## config.mk

```make
export PLATFORM = sky130hd
export DESIGN_NAME = uart_rx_fifo
export DESIGN_NICKNAME = d
export VERILOG_FILES = /design/src/rtl/uart_rx_fifo.sv
export SDC_FILE = /design/constraint.sdc
export NUM_CORES = 1
export LEC_CHECK = 0
export CORE_MARGIN = 3
export CORE_UTILIZATION = 50
export DETAILED_ROUTE_END_ITERATION = 10
export HOLD_SLACK_MARGIN = 0.15
export PLACE_DENSITY = 0.72
export SETUP_SLACK_MARGIN = 0.02
export SYNTH_ARGS = -nofsm -noshare
export SYNTH_HDL_FRONTEND = slang
export SYNTH_SLANG_ARGS = --single-unit
```

## constraint.sdc

```tcl
create_clock -name i_clk -period 2.6 [get_ports i_clk]
set_input_delay 0.39 -clock i_clk [delete_from_list [all_inputs] [get_ports i_clk]]
set_output_delay 0.39 -clock i_clk [all_outputs]
set_load 0.02 [all_outputs]
```

## src/rtl/uart_rx_fifo.sv

```systemverilog
// Receive-side FIFO between the UART receiver's user strobe and a valid/ready consumer.
// Bytes arriving while full are dropped and recorded in a sticky flag and a saturating counter.
module uart_rx_fifo #(
    parameter int P_DATA_WIDTH = 8,
    parameter int P_DEPTH      = 16,
    parameter int P_ADDR_WIDTH = 4
) (
    input  logic                    i_clk,
    input  logic                    i_rst,
    input  logic [P_DATA_WIDTH-1:0] i_rx_data,
    input  logic                    i_rx_valid,
    output logic [P_DATA_WIDTH-1:0] o_user_data,
    output logic                    o_user_valid,
    input  logic                    i_user_ready,
    output logic [P_ADDR_WIDTH:0]   o_count,
    output logic                    o_full,
    output logic                    o_empty,
    output logic                    o_overflow,
    output logic [7:0]              o_drop_count,
    input  logic                    i_clr_overflow
);

    localparam logic [P_ADDR_WIDTH:0]   LP_FULL_CNT = (P_ADDR_WIDTH+1)'(P_DEPTH);
    localparam logic [P_ADDR_WIDTH:0]   LP_CNT_ONE  = (P_ADDR_WIDTH+1)'(1);
    localparam logic [P_ADDR_WIDTH-1:0] LP_PTR_ONE  = P_ADDR_WIDTH'(1);

    logic [P_DATA_WIDTH-1:0] mem_r [P_DEPTH];
    logic [P_ADDR_WIDTH-1:0] wr_ptr_r;
    logic [P_ADDR_WIDTH-1:0] rd_ptr_r;
    logic [P_ADDR_WIDTH:0]   count_r;
    logic                    full_r;
    logic                    empty_r;
    logic                    overflow_r;
    logic [7:0]              drop_count_r;

    logic                    push_s;
    logic                    pop_s;
    logic                    drop_s;
    logic [P_ADDR_WIDTH:0]   count_next_s;

    // Transfer qualification and next occupancy.
    always_comb begin
        pop_s        = 1'b0;
        push_s       = 1'b0;
        drop_s       = 1'b0;
        count_next_s = count_r;
        pop_s  = !empty_r && i_user_ready;
        // A simultaneous pop frees a slot, so a full FIFO still accepts the byte.
        push_s = i_rx_valid && (!full_r || pop_s);
        drop_s = i_rx_valid && full_r && !pop_s;
        case ({push_s, pop_s})
            2'b10:   count_next_s = count_r + LP_CNT_ONE;
            2'b01:   count_next_s = count_r - LP_CNT_ONE;
            default: count_next_s = count_r;
        endcase
    end

    // Storage write; the array itself is never reset.
    always_ff @(posedge i_clk) begin
        if (push_s && !i_rst) begin
            mem_r[wr_ptr_r] <= i_rx_data;
        end
    end

    // Pointers, occupancy and full/empty status.
    always_ff @(posedge i_clk) begin
        if (i_rst) begin
            wr_ptr_r <= '0;
            rd_ptr_r <= '0;
            count_r  <= '0;
            full_r   <= 1'b0;
            empty_r  <= 1'b1;
        end else begin
            if (push_s) begin
                wr_ptr_r <= wr_ptr_r + LP_PTR_ONE;
            end
            if (pop_s) begin
                rd_ptr_r <= rd_ptr_r + LP_PTR_ONE;
            end
            count_r <= count_next_s;
            full_r  <= (count_next_s == LP_FULL_CNT);
            empty_r <= (count_next_s == '0);
        end
    end

    // Overflow bookkeeping; a drop in the same cycle as a clear takes precedence.
    always_ff @(posedge i_clk) begin
        if (i_rst) begin
            overflow_r   <= 1'b0;
            drop_count_r <= 8'd0;
        end else if (drop_s) begin
            overflow_r <= 1'b1;
            if (i_clr_overflow) begin
                drop_count_r <= 8'd1;
            end else if (drop_count_r != 8'hFF) begin
                drop_count_r <= drop_count_r + 8'd1;
            end else begin
                drop_count_r <= drop_count_r;
            end
        end else if (i_clr_overflow) begin
            overflow_r   <= 1'b0;
            drop_count_r <= 8'd0;
        end else begin
            overflow_r   <= overflow_r;
            drop_count_r <= drop_count_r;
        end
    end

    assign o_user_data  = mem_r[rd_ptr_r];
    assign o_user_valid = !empty_r;
    assign o_count      = count_r;
    assign o_full       = full_r;
    assign o_empty      = empty_r;
    assign o_overflow   = overflow_r;
    assign o_drop_count = drop_count_r;

endmodule

```

# Word level (Yosys, flattened, before mapping)
# Memory sizes are Yosys's and may differ from the RTL's. A register that Yosys moved wholly into a read port is not among the register bits.
# Cells that the tools add are included.
[totals]
regBits = 24
ramBits = 128
inputBits = 13
out_inout_bits = 25
wordCells = 42
memories = 1
[mem_list]
columns = ["name", "words", "width", "rd", "rd_ports_with_merged_regs", "write_ports", "line_no", "rtl"]
rows = [
  ["mem_r", 16, 8, 1, 1, 1, "27", "logic [P_DATA_WIDTH-1:0] mem_r [P_DEPTH];"],
]
[op_classes]
n_addsub = 5
n_eq_ne = 4
mux = 11
reduce_logical = 14
[ops]
columns = ["operator", "n"]
rows = [
  ["$mux W8", 4],
  ["$pmux W5 S2", 1],
  ["$add A4 B1 Y4 const B", 2],
  ["$add A8 B1 Y8 const B", 1],
  ["$mux W4", 2],
  ["$ne A8 B8 Y1 const B", 1],
  ["$add A5 B1 Y5 const B", 1],
  ["$eq A5 B5 Y1 const B", 1],
  ["$logic_and A1 B1 Y1", 5],
  ["$logic_not A5 Y1", 1],
  ["$sub A5 B1 Y5 const B", 1],
  ["$logic_not A1 Y1", 4],
  ["$mux W1", 4],
  ["$reduce_bool A2 Y1", 2],
  ["$eq A2 B1 Y1 const B", 1],
  ["$eq A2 B2 Y1 const B", 1],
  ["$reduce_and A2 Y1", 1],
  ["$logic_or A1 B1 Y1", 1],
]

# Logic depth before layout (Yosys ltp)
[depth]
ltp_word = 7
depth_mapped = 12
depth_no_buf = 11

# Worst setup path after synthesis
# No wires, ideal clock.
[synth_timing]
kind = "register to register"
start = "register empty_r (netlist: o_empty)"
end = "register full_r (netlist: o_full)"
setup_ns = 0.091
t_arrival_ns = 2.607
required_ns = 2.509
setup_slack_ns = -0.098
stages_incl_launch_ff = 13
path_buffers = 1
period_less_slack_ns = 2.698
cell_sequence = "dfxtp_1 -> nand2b_1 -> a21boi_1 -> inv_2 -> ha_1 -> buf_4 -> xor2_1 -> ha_1 -> a21oi_1 -> mux2i_1 -> xor2_1 -> and2_1 -> nor4bb_1"
[synth_via]
elab_chain_len = 7
word_cells_on_any_way = 8
cone_classes = "eq/ne (3); mux (1); reduce/logical (4)"
[synth_rtl]
columns = ["item", "line_no", "rtl"]
rows = [
  ["from (decl)", "32", "logic empty_r;"],
  ["from (signal assigned)", "82", "empty_r <= (count_next_s == '0);"],
  ["$logic_not A1 Y1 *", "47", "pop_s = !empty_r && i_user_ready;"],
  ["$logic_and A1 B1 Y1 *", "47", ""],
  ["$logic_or A1 B1 Y1", "49", "push_s = i_rx_valid && (!full_r || pop_s);"],
  ["$logic_and A1 B1 Y1", "49", ""],
  ["$eq A2 B1 Y1 / $eq A2 B2 Y1 (equally long branches)", "51", "case ({push_s, pop_s})"],
  ["$pmux W5 S2 *", "51", ""],
  ["$eq A5 B5 Y1 *", "81", "full_r <= (count_next_s == LP_FULL_CNT);"],
  ["to (signal assigned)", "81", ""],
  ["to (decl)", "31", "logic full_r;"],
]
# Every way passes the cells marked *; elsewhere a longest branch is shown, timed or not.
# A chain may end at the register's enable or synchronous reset.

==> results.md <==
- Synth cell types: 46
- Sink Count: 156
- CP delay by family, top: multiplexers
- Remaining Overflow, GRT: 0
- WL/cell: 20.49 um
- # DRC: 0
- First-pass DRT Iterations: 4
- Antenna violations before repair: 0
- Gpl congestion: 0.8105
- Dpl ws: -0.3274 ns
- Clock latency on the worst-skew pair: 0.42 ns
- Startpoint Class: flip-flop
- Synth warn: 0
- Asr flop ratio synth: 0%
- First-pass GRT wire length: 19870 um
- Final period util: 99.69%
- Post-CTS Setup Bufs: 0
- ANT cells: 0
- P_leak: 2.527 nW
- Layout area overhead: 20.26%
- WP data arrival: 2.20 ns
- RSZ-0062 raised after global routing: true
- Slew headroom: 61.64%
- Final Hold Fails: 0
- Post-route insts no fill: 610
- # IOs: 38
- ANT nets after route: 0
- Final setup viols: 0
- CP max stage delay: 0.55 ns
- Syn nets: 375
- Chip height: 118.8 um
- Largest net degree at the start of global routing: 33
- All-Layer GR Usage: 19.19%
- Clock-pin slew on the worst setup and hold paths: 0.06 ns
- Initial Util: 52.05%
- Syn Inst Count: 353
- CP max FO: 10
- Fin util: 62.59%
- EDFF count, synth: 128
- Num rows: 40
- # port buffers: 37
- Share of layout cells above drive strength 1: 26.92%
- Pwr/cell area: 801.5 mW/mm^2
- Setup TNS Final: 0 ns
- H-tree Lvls: 4
- Core area: 0.01221 sq mm
- Vias in the first global route: 3503
- Crit path max-delay cell type: mux4_1
- Highest clock rate: 385.8 MHz
- Max Cap Viol: 0
- CP Class: reg -> out
- Register area share after synthesis: 69.29%
- Pwr Total: 6.127 mW
- CP bufs+invs: 2
- DR iter-0 viols: 379
- Clock Tree Root: clkbuf_16
- Clk buf depth: 2
- Post-Place Cells: 578
- Actual slew at the worst max-slew pin: 0.5747 ns
- CP required: 2.21 ns
- Max VDD drop: 0.5935 mV
- Flops & latches, synth: 156
- Cts bufs inserted: 17
- Mapped cell area: 0.006356 sq mm
- Setup Skew: 0.01733 ns
- Vias per cell: 5.411
- Number of nets in the layout: 452
- Status: finished clean
- Final setup margin: 0.007933 ns
- Critical path capture point type: output pin
- Via count: 3301
- Hold Path Class: reg -> reg
- Final slew viol count: 0
- Post-detail-place hpwl: 7775 um
- CTS tree: built
- Final wirelength: 12500 um
- Crit-path cells: buf_12 -> mux4_1 -> mux4_2 -> buf_2
- Die span in x: 118.8 um
- Tmin final: 2.592 ns
- Top FF cell, synth: edfxtp_1
- Die area: 0.01410 sq mm
- Syn Area/Cell: 18.01 sq um
[Yosys cell counts, types with 5 or more instances]
cell      count  share of area (%)
o21ai_0       5               0.39
nand2_1      14               0.83
mux4_2       19                6.7
nor2_1       35                2.1
nor3_1        5               0.39
dfxtp_1      28                8.8
ha_1          9                1.8
xor2_1        9                1.2
xnor2_1       8                1.1
mux4_1       21                8.7
a21oi_1       5               0.39
edfxtp_1    128                 60
clkbuf_1      7               0.41
nand4_1       5               0.49
inv_1         5               0.30
[power breakdown]
part           internal, mW  switching, mW  total (mW)  leakage, nW
Clock                  1.30          0.919        2.22        0.258
Sequential             2.77         0.0918        2.86         1.38
Combinational         0.575          0.469        1.04        0.888
[final timing paths]
check	start	endpoint	slack, ns	cells past startpoint
max	flip-flop	o_user_data[7]	0.008	4
min	o_overflow	o_overflow	0.48	2
max reg2reg	o_empty	o_full	0.25	11
min reg2reg	o_overflow	o_overflow	0.48	2
[cell families after synthesis]
kind of cell	synth area share, %
buffers and inverters	2.441
muxes	15.73
and+or+nand+nor	6.437
xor gates and xnor gates	2.343
adders and majority gates	1.772
AOI/OAI and AO/OA	1.988
DFF	69.29
[state kept, by name (all words and copies together) (netlist names), named ones only]
name          count
mem_r           128
o_drop_count      8
o_count           5
rd_ptr_r          4
wr_ptr_r          4
o_empty           1
o_full            1
o_overflow        1
[layout make-up]
cell class / count / area, sq um
fill: 907 / 4568
sequential: 156 / 4408
multi-input combinational: 172 / 1767
timing repair buffer: 76 / 700.7
clock buffer: 19 / 432.9
tap: 168 / 210.2
clock inverter: 12 / 98.84
inverter: 7 / 26.28
[metrics by stage]
stage               instance area [sq um]  hold WS, ns
detailed placement                   7131       0.4729
finish                               7644       0.4820
CTS                                  7644       0.4856
floorplan                            6367       0.4678
global route                         7644       0.5060
global placement                     7131       0.4599
[tightest hold or removal path: cells and delay by family (launching register included)]
kind             cells  cell delay [ns]
flip-flops           1             0.31
AND/OR/NAND/NOR      1             0.07
AO/OA/AOI/OAI        1             0.06
[layout by cell type, fill, tap and decap left out, types with 4 or more instances in the layout]
cell type	n
ha_1	7
mux4_1	6
clkinv_2	4
nor3_1	5
xor2_1	9
nand4_1	5
inv_1	5
o21ai_0	5
edfxtp_1	128
nand2_1	14
clkbuf_16	17
buf_4	35
a21oi_1	4
xnor2_1	8
nand3_1	4
buf_6	4
nor2_1	35
mux4_2	34
buf_2	4
dfxtp_1	27
clkdlybuf4s50_1	29
[metal layers]
layer / GRT usage [%] / wire length [um] / up-vias / part of all wire [%]
met5: 0 / 0 / - / 0
met4: 7.820 / 93 / 0 / 0.74
met3: 5.263 / 807 / 6 / 6.5
met2: 30.66 / 6293 / 122 / 50
met1: 25.06 / 5306 / 1637 / 42
li1: - / - / 1536 / -
[timing repair]
action                     CTS  global route
gates resized for setup     55             8
setup endpoints to repair    8             9
cloned                       1             0
hold buffers                 0             0
pin swaps                    0             0
(Power assumes the default switching activity.)
